===== config.mk =====
export PLATFORM = sky130hd
export DESIGN_NAME = uart_rx
export DESIGN_NICKNAME = d
export VERILOG_FILES = /design/src/rtl/uart_rx.sv
export SDC_FILE = /design/constraint.sdc
export NUM_CORES = 1
export LEC_CHECK = 0
export CAP_MARGIN = 20
export CORE_MARGIN = 5
export CORE_UTILIZATION = 55
export CTS_CLUSTER_DIAMETER = 150
export CTS_CLUSTER_SIZE = 28
export DETAILED_ROUTE_END_ITERATION = 6
export PLACE_DENSITY_LB_ADDON = 0.08
export SLEW_MARGIN = 20
export SYNTH_ARGS = -nofsm -noshare
export SYNTH_HDL_FRONTEND = slang
export SYNTH_SLANG_ARGS = --single-unit

===== constraint.sdc =====
create_clock -name clock -period 3.4 [get_ports clock]
set_clock_uncertainty 0.2 [all_clocks]
set_input_delay 0.34 -clock clock [delete_from_list [all_inputs] [get_ports clock]]
set_output_delay 0.34 -clock clock [all_outputs]
set_load 0.005 [all_outputs]

===== src/rtl/uart_rx.sv =====
// UART receiver: 16x oversampled, mid-bit sampling, LSB-first frames with break recovery.
// Optional parity stage enabled by defining UART_RX_PARITY_EN.
module uart_rx #(
    parameter int DATA_W = 8
) (
    input  logic              clock,
    input  logic              reset,
    input  logic              ce_16,
    input  logic              ser_in,
`ifdef UART_RX_PARITY_EN
    input  logic              parity_odd,
    output logic              parity_err,
`endif
    output logic [DATA_W-1:0] rx_data,
    output logic              new_rx_data,
    output logic              frame_err,
    output logic              rx_busy
);

    localparam int BCNT_W = $clog2(DATA_W + 1);

    typedef enum logic [2:0] {
        IDLE,
        START,
        DATA,
`ifdef UART_RX_PARITY_EN
        PARITY,
`endif
        STOP,
        BREAK
    } state_t;

    state_t              state_q;
    logic [1:0]          sync_q;
    logic [3:0]          cnt_q;
    logic [3:0]          cnt_d;
    logic [BCNT_W-1:0]   bcnt_q;
    logic [DATA_W-1:0]   shreg_q;
    logic [DATA_W-1:0]   rx_data_q;
    logic                new_q;
    logic                ferr_q;
    logic                ser_s;
    logic                mid;
    logic                last;
`ifdef UART_RX_PARITY_EN
    logic                par_bad_q;
    logic                perr_q;
`endif

    assign ser_s = sync_q[1];
    assign cnt_d = cnt_q + 4'd1;
    assign mid   = (cnt_q == 4'd7);
    assign last  = (cnt_q == 4'd15);

    always_ff @(posedge clock or negedge reset) begin
        if (!reset) begin
            sync_q    <= 2'b11;
            state_q   <= IDLE;
            cnt_q     <= 4'd0;
            bcnt_q    <= '0;
            shreg_q   <= '0;
            rx_data_q <= '0;
            new_q     <= 1'b0;
            ferr_q    <= 1'b0;
`ifdef UART_RX_PARITY_EN
            par_bad_q <= 1'b0;
            perr_q    <= 1'b0;
`endif
        end else begin
            sync_q <= {sync_q[0], ser_in};
            // Strobes clear every clock so they last one clock whatever the tick spacing.
            new_q  <= 1'b0;
            ferr_q <= 1'b0;
`ifdef UART_RX_PARITY_EN
            perr_q <= 1'b0;
`endif
            if (ce_16) begin
                unique case (state_q)
                    IDLE: begin
                        if (!ser_s) begin
                            state_q <= START;
                            cnt_q   <= 4'd1;
                        end else begin
                            cnt_q   <= 4'd0;
                        end
                    end
                    START: begin
                        cnt_q <= cnt_d;
                        if (mid && ser_s) begin
                            state_q <= IDLE;
                            cnt_q   <= 4'd0;
                        end else if (last) begin
                            state_q <= DATA;
                            bcnt_q  <= '0;
                        end
                    end
                    DATA: begin
                        cnt_q <= cnt_d;
                        if (mid) begin
                            shreg_q <= {ser_s, shreg_q[DATA_W-1:1]};
                            bcnt_q  <= bcnt_q + 1'b1;
                        end
                        if (last && bcnt_q == BCNT_W'(DATA_W)) begin
`ifdef UART_RX_PARITY_EN
                            state_q <= PARITY;
`else
                            state_q <= STOP;
`endif
                        end
                    end
`ifdef UART_RX_PARITY_EN
                    PARITY: begin
                        cnt_q <= cnt_d;
                        if (mid)
                            par_bad_q <= ser_s ^ (^shreg_q) ^ parity_odd;
                        if (last)
                            state_q <= STOP;
                    end
`endif
                    STOP: begin
                        cnt_q <= cnt_d;
                        if (mid) begin
                            cnt_q <= 4'd0;
`ifdef UART_RX_PARITY_EN
                            perr_q <= par_bad_q;
`endif
                            if (ser_s) begin
                                state_q <= IDLE;
`ifdef UART_RX_PARITY_EN
                                if (!par_bad_q) begin
                                    rx_data_q <= shreg_q;
                                    new_q     <= 1'b1;
                                end
`else
                                rx_data_q <= shreg_q;
                                new_q     <= 1'b1;
`endif
                            end else begin
                                state_q <= BREAK;
                                ferr_q  <= 1'b1;
                            end
                        end
                    end
                    BREAK: begin
                        cnt_q <= 4'd0;
                        if (ser_s)
                            state_q <= IDLE;
                    end
                    default: begin
                        state_q <= IDLE;
                        cnt_q   <= 4'd0;
                    end
                endcase
            end
        end
    end

    assign rx_data     = rx_data_q;
    assign new_rx_data = new_q;
    assign frame_err   = ferr_q;
    assign rx_busy     = (state_q != IDLE);
`ifdef UART_RX_PARITY_EN
    assign parity_err  = perr_q;
`endif

endmodule


## Word-level counts from Yosys, hierarchy flattened

Cells that the tools add are included.

| storage, ports and cells | value |
|---|---|
| input port bits | 4 |
| logic and storage cells | 58 |
| register bits after elaboration | 31 |

| operators by class | value |
|---|---|
| reduce and logical (&&, ||, !) cells | 9 |
| add/subtract/negate cells | 2 |
| equal/unequal tests | 15 |
| muxes and demuxes | 24 |

Operators by type and width:

| cell | count |
|---|---|
| two-way mux 3 bit | 7 |
| two-way mux 4 bit | 5 |
| one-hot mux 4 bit (4 select lines) | 1 |
| one-hot mux 3 bit (5 select lines) | 1 |
| != test 2 bit, second input constant | 7 |
| two-way mux 1 bit | 9 |
| adder 4 x 1 -> 4 bit, second input constant | 2 |
| == test 4 bit, second input constant | 2 |
| one-hot mux 4 bit (2 select lines) | 1 |
| == test 3 x 2 -> 1 bit, second input constant | 2 |
| AND reduction 6 bit | 1 |
| AND reduction 5 bit | 1 |
| == test 4 x 3 -> 1 bit, second input constant | 1 |
| AND reduction 4 bit | 1 |
| == test 3 x 1 -> 1 bit, second input constant | 1 |
| == test 3 bit, second input constant | 1 |
| logical NOT 3 bit | 1 |
| != test 3 bit, second input constant | 1 |
| AND reduction 3 bit | 1 |
| nonzero test 3 bit | 1 |
| logical AND 1 bit | 2 |
| nonzero test 2 bit | 1 |

## Longest topological paths before layout

| depth | value |
|---|---|
| depth in word-level cells | 4 |
| mapped depth | 6 |
| depth with buffers taken out | 6 |

## Worst setup path after synthesis

No wires, ideal clock.

| timing | value |
|---|---|
| path kind | reg-to-reg |
| start | register cnt_q[0] |
| end | register rx_data_q[0], in the netlist rx_data[0] |
| data required time | 3075 ps |
| path buffers | 0 |
| period minus slack after synthesis | 1847 ps |
| arrival time | 1522 ps |
| path slack | 1553 ps |
| stages on the path, launching flop included | 6 |
| path through | dfrtp_1 -> ha_1 -> and4b_2 -> and3_1 -> nand2_2 -> mux2_2 |

| between the ends | value |
|---|---|
| cells in the longest elaborated chain, start to end | 2 |

Ends and longest elaborated chain:

| element | RTL line | source |
|---|---|---|
| from (decl) | 35 | `logic [3:0] cnt_q;` |
| from (signal assigned) | 88 | `cnt_q <= cnt_d;` |
| from (signal assigned) | 98 | `cnt_q <= cnt_d;` |
| from (signal assigned) | 121 | `cnt_q <= cnt_d;` |
| == test 4 x 3 -> 1 bit | 52 | `assign mid = (cnt_q == 4'd7);` |
| AND reduction 4 bit (no line) | - |  |
| to (signal assigned) | 135 | `rx_data_q <= shreg_q;` |
| to (decl) | 39 | `logic [DATA_W-1:0] rx_data_q;` |

Every way passes these cells.
A chain may end at the register's enable or synchronous reset.

## Final worst setup path

| timing | value |
|---|---|
| start | register state_q[0] |
| end | output port rx_busy |

| between the ends | value |
|---|---|
| cells in the longest elaborated chain, start to end | 1 |

Ends and longest elaborated chain:

| element | RTL line | source |
|---|---|---|
| from (decl) | 33 | `state_t state_q;` |
| from (signal assigned) | 58 | `state_q <= IDLE;` |
| from (signal assigned) | 81 | `state_q <= START;` |
| from (signal assigned) | 90 | `state_q <= IDLE;` |
| nonzero test 3 bit | 161 | `assign rx_busy = (state_q != IDLE);` |
| to (decl) | 17 | `output logic rx_busy` |

Every way passes these cells.

==> flow_summary.html <==
<table>
<tr><th>Metric</th><th>Value</th></tr>
<tr><th colspan="2">Outcome</th></tr>
<tr><td>Run status</td><td>finished, final reports clean</td></tr>
<tr><th colspan="2">Die</th></tr>
<tr><td>I/O pin count</td><td>15</td></tr>
<tr><td>Row count</td><td>18</td></tr>
<tr><td>Area of the core</td><td>2500 µm²</td></tr>
<tr><td>Vertical die dimension</td><td>61.3 µm</td></tr>
<tr><td>Horiz. Die Dim</td><td>61.3 µm</td></tr>
<tr><td>Total die area</td><td>3750 µm²</td></tr>
<tr><td>Starting density of the core</td><td>0.578</td></tr>
<tr><th colspan="2">Synth</th></tr>
<tr><td>Gate Count Post-Synth</td><td>133</td></tr>
<tr><td>Adder and majority cell fraction of the synthesized area</td><td>0.0260</td></tr>
<tr><td>Register area share after synthesis</td><td>0.539</td></tr>
<tr><td>Number of synthesized flops with an enable pin</td><td>0</td></tr>
<tr><td>Area of the mapped netlist</td><td>1450 µm²</td></tr>
<tr><td>Fraction of the mapped netlist area in compound gates</td><td>0.132</td></tr>
<tr><td>Synthesized area per cell</td><td>10.9 µm²</td></tr>
<tr><td>Post-synthesis cell type with the largest combined area</td><td>dfrtp_1</td></tr>
<tr><td>Simple-gate share of the synthesized area</td><td>0.189</td></tr>
<tr><td>Dominant combinational cell family by area after synthesis</td><td>simple AND/OR/NAND/NOR gates</td></tr>
<tr><td>Share of async-settable or async-resettable flops after synthesis</td><td>1.00</td></tr>
<tr><td>Post-synthesis mux area share</td><td>0.0623</td></tr>
<tr><td>Largest cells by area after synthesis</td><td>dfrtp_1 50%, nand2_1 6.5%, mux2_2 6.2%, dfstp_2 3.6%, ha_1 2.6%</td></tr>
<tr><td>Primary flip-flop cell chosen by synthesis mapping</td><td>dfrtp_1</td></tr>
<tr><td>Warnings, synthesis</td><td>0</td></tr>
<tr><td>Share of Yosys cell area claimed by the top area cell type</td><td>0.502</td></tr>
<tr><td>Post-synth cell types</td><td>42</td></tr>
<tr><td>Total nets after synthesis</td><td>140</td></tr>
<tr><td>Synth Register Bits</td><td>31</td></tr>
<tr><td>Fraction of synthesized cell area in xor and xnor cells</td><td>0.00606</td></tr>
<tr><th colspan="2">Drt</th></tr>
<tr><td>DRC violation count after routing</td><td>0</td></tr>
<tr><td>Wire length per cell after detailed routing</td><td>14.5 µm</td></tr>
<tr><td>Number of iterations in the first detailed-routing pass</td><td>4</td></tr>
<tr><td>Vias after detailed routing</td><td>1015</td></tr>
<tr><td>Iteration-0 DRC count of the detailed router</td><td>35</td></tr>
<tr><td>Final routed wirelength across all metal layers</td><td>2630 µm</td></tr>
<tr><td>Remaining antenna violation count after routing</td><td>0</td></tr>
<tr><td>Post-detailed-route via-to-cell ratio</td><td>5.61</td></tr>
<tr><th colspan="2">Timing</th></tr>
<tr><td>Final-report max-slew violation count</td><td>0</td></tr>
<tr><td>Min Hold Slack</td><td>162 ps</td></tr>
<tr><td>Part of the cycle the worst path needs</td><td>0.654</td></tr>
<tr><td>RSZ-0062 raised after global routing</td><td>false</td></tr>
<tr><td>Setup_tns</td><td>0 ps</td></tr>
<tr><td>Post-layout minimum cycle time</td><td>2230 ps</td></tr>
<tr><td>Maximum achievable frequency</td><td>0.449 GHz</td></tr>
<tr><td>Worst setup margin</td><td>1170 ps</td></tr>
<tr><td>Worst Tran Pin Value</td><td>549 ps</td></tr>
<tr><td>Final setup violation count</td><td>0</td></tr>
<tr><td>Number of failing hold endpoints at the final stage</td><td>0</td></tr>
<tr><td>Headroom to the max-slew limit</td><td>0.629</td></tr>
<tr><th colspan="2">Pwr</th></tr>
<tr><td>Worst VDD drop</td><td>0.000612 V</td></tr>
<tr><td>Power Internal</td><td>0.000678 W</td></tr>
<tr><td>P_leak</td><td>0.815 nW</td></tr>
<tr><td>PD cells</td><td>579 nW/µm²</td></tr>
<tr><td>Sequential group share of total power</td><td>0.494</td></tr>
<tr><td>Clock power share</td><td>0.314</td></tr>
<tr><td>Switching share of power</td><td>0.301</td></tr>
<tr><td>Fraction of power consumed by combinational cells</td><td>0.192</td></tr>
<tr><td>Switching component of the power</td><td>0.000292 W</td></tr>
<tr><th colspan="2">GRT</th></tr>
<tr><td>Antenna violations before repair</td><td>0</td></tr>
<tr><td>First-pass GRT wire length</td><td>4620 µm</td></tr>
<tr><td>Vias in the first global route</td><td>991</td></tr>
<tr><td>Overall routing resource usage</td><td>0.174</td></tr>
<tr><td>Congestion Overflow GR</td><td>0</td></tr>
<tr><td>Maximum number of pins on one net before global-route repair</td><td>32</td></tr>
<tr><th colspan="2">Placement</th></tr>
<tr><td>Total of buffers placed on input and output ports</td><td>14</td></tr>
<tr><td>Post-placement setup slack</td><td>1280 ps</td></tr>
<tr><td>Final estimated routing congestion in global placement</td><td>0.846</td></tr>
<tr><td>Post-DP HPWL</td><td>1820 µm</td></tr>
<tr><th colspan="2">Cells and area</th></tr>
<tr><td>Leading cell type in the layout, fill and taps excluded</td><td>dfrtp_1</td></tr>
<tr><td>Net total in the final layout</td><td>157</td></tr>
<tr><td>Commonest non-fill, non-tap cells in the layout</td><td>29 x dfrtp_1, 25 x nand2_1, 14 x clkdlybuf4s50_1, 8 x mux2_2, 7 x inv_1</td></tr>
<tr><td>Share of final-layout standard cells stronger than drive strength 1</td><td>0.192</td></tr>
<tr><td>Number of antenna cells inserted</td><td>0</td></tr>
<tr><td>Syn-to-layout area delta</td><td>16.0%</td></tr>
<tr><td>Fill cell instance count of the final layout</td><td>201</td></tr>
<tr><th colspan="2">Worst hold path</th></tr>
<tr><td>Hold path startpoint</td><td>sync_q[0]$_DFF_PN1_</td></tr>
<tr><td>Worst min-delay path class</td><td>reg2reg</td></tr>
<tr><td>Worst Hold Endpoint</td><td>sync_q[1]$_DFF_PN1_</td></tr>
<tr><td>Number of cells on the worst hold path</td><td>0</td></tr>
<tr><th colspan="2">Critical path</th></tr>
<tr><td>Reg2Reg Depth</td><td>5</td></tr>
<tr><td>Data arrival time at the worst-slack endpoint</td><td>1690 ps</td></tr>
<tr><td>Kind of end point of the critical path</td><td>output port</td></tr>
<tr><td>Reg-to-reg startpoint</td><td>cnt_q[0]$_DFFE_PN0P_</td></tr>
<tr><td>Type of element launching the critical path</td><td>register</td></tr>
<tr><td>Worst flop-to-flop path endpoint</td><td>rx_data[1]$_DFFE_PN0P_</td></tr>
<tr><td>WP data required</td><td>2860 ps</td></tr>
<tr><td>R2r setup slk</td><td>1390 ps</td></tr>
<tr><td>Largest fanout on the critical path</td><td>11</td></tr>
<tr><td>Critical path class</td><td>reg2out</td></tr>
<tr><th colspan="2">Clocking</th></tr>
<tr><td>Number of hold-repair buffers added at the cts stage</td><td>0</td></tr>
<tr><td>Clock slew seen by the registers of the worst setup and hold paths</td><td>100 ps</td></tr>
<tr><td>Clock Path Buffers</td><td>2</td></tr>
<tr><td>H-tree depth</td><td>2</td></tr>
<tr><td>Clock insertion delay at the later pin of the skew report</td><td>330 ps</td></tr>
<tr><td>CTS-repair resized insts</td><td>0</td></tr>
<tr><td>Total clock sinks</td><td>31</td></tr>
<tr><td>CTS buffer count</td><td>5</td></tr>
<tr><td>Clock root cell</td><td>clkbuf_4</td></tr>
<tr><td>Post-CTS Setup Inserts</td><td>0</td></tr>
<tr><td>TritonCTS clock tree</td><td>done</td></tr>
<tr><th colspan="2">Run</th></tr>
<tr><td>Max-cap viol count</td><td>0</td></tr>
</table>
## power groups by stage
stage / clock [W] / sequential (W) / combinational [W]
CTS: 0.000307 / 0.000478 / 0.000188
detailed placement: 0 / 0.000483 / 0.000186
global route: 0.000330 / 0.000491 / 0.000208
floorplan: 0 / 0.000449 / 0.000174
finish: 0.000305 / 0.000479 / 0.000186
global placement: 0 / 0.000482 / 0.000175
## routing by layer
metal | part of all wire | GRT usage | vias to the layer above
li1 | - | - | 503
met1 | 0.47 | 0.243 | 481
met2 | 0.45 | 0.252 | 26
met3 | 0.058 | 0.0566 | 5
met4 | 0.016 | 0.0650 | 0
met5 | 0 | 0 | -
## how the worst max path moves through the flow
stage                      startpoint                      to
3_3_place_gp                    ce_16   bcnt_q[3]$_DFFE_PN0P_
3_5_place_dp                    ce_16   bcnt_q[3]$_DFFE_PN0P_
4_1_cts        state_q[0]$_DFFE_PN0P_                 rx_busy
6_report       state_q[0]$_DFFE_PN0P_                 rx_busy
5_1_grt        state_q[0]$_DFFE_PN0P_                 rx_busy
2_1_floorplan    cnt_q[0]$_DFFE_PN0P_  rx_data[0]$_DFFE_PN0P_
## final cells by class
cell class	count	area, µm²	share of cell area
timing repair buffer	15	148	0.0881
tap	30	37.5	0.0224
multi-input combinational	90	601	0.358
inverter	7	26.3	0.0157
sequential	31	778	0.464
clock inverter	2	35.0	0.0209
clock buffer	6	51.3	0.0306
## through the flow
step                      total power (W)  cells  area (µm²)  utilization
final                            0.000971    181        1680        0.671
after global routing              0.00103    181        1680        0.671
after CTS                        0.000973    181        1680        0.671
after detailed placement         0.000669    173        1590        0.636
after global placement           0.000657    173        1590        0.636
after floorplan                  0.000623    133        1450            -
## flip-flops by register name (all words and copies together) (netlist names)
register	cells
state_q	3
cnt_q	4
new_rx_data	1
frame_err	1
rx_data	8
sync_q	2
bcnt_q	4
shreg_q	8
## cell families (layout without fill, tap and decap cells)
family,count (synthesis),count (layout)
compound gates,27,27
xor+xnor,1,1
fa+ha+maj,3,3
buf+inv,12,30
flops,31,31
mux,8,8
simple gates,51,51
## worst max-delay path, cell delays in order (launching register included)
cell,delay [ps]
dfrtp_1,500
or3_1,410
clkdlybuf4s50_1,450
## cell usage after synthesis (all sizes together), types with 3 or more instances
master	number
nor2	4
a211o	3
mux2	8
dfrtp	29
inv	7
buf	5
nor3	3
ha	3
a21oi	4
o21ai	8
nand2	27
(Power assumes the default switching activity.)
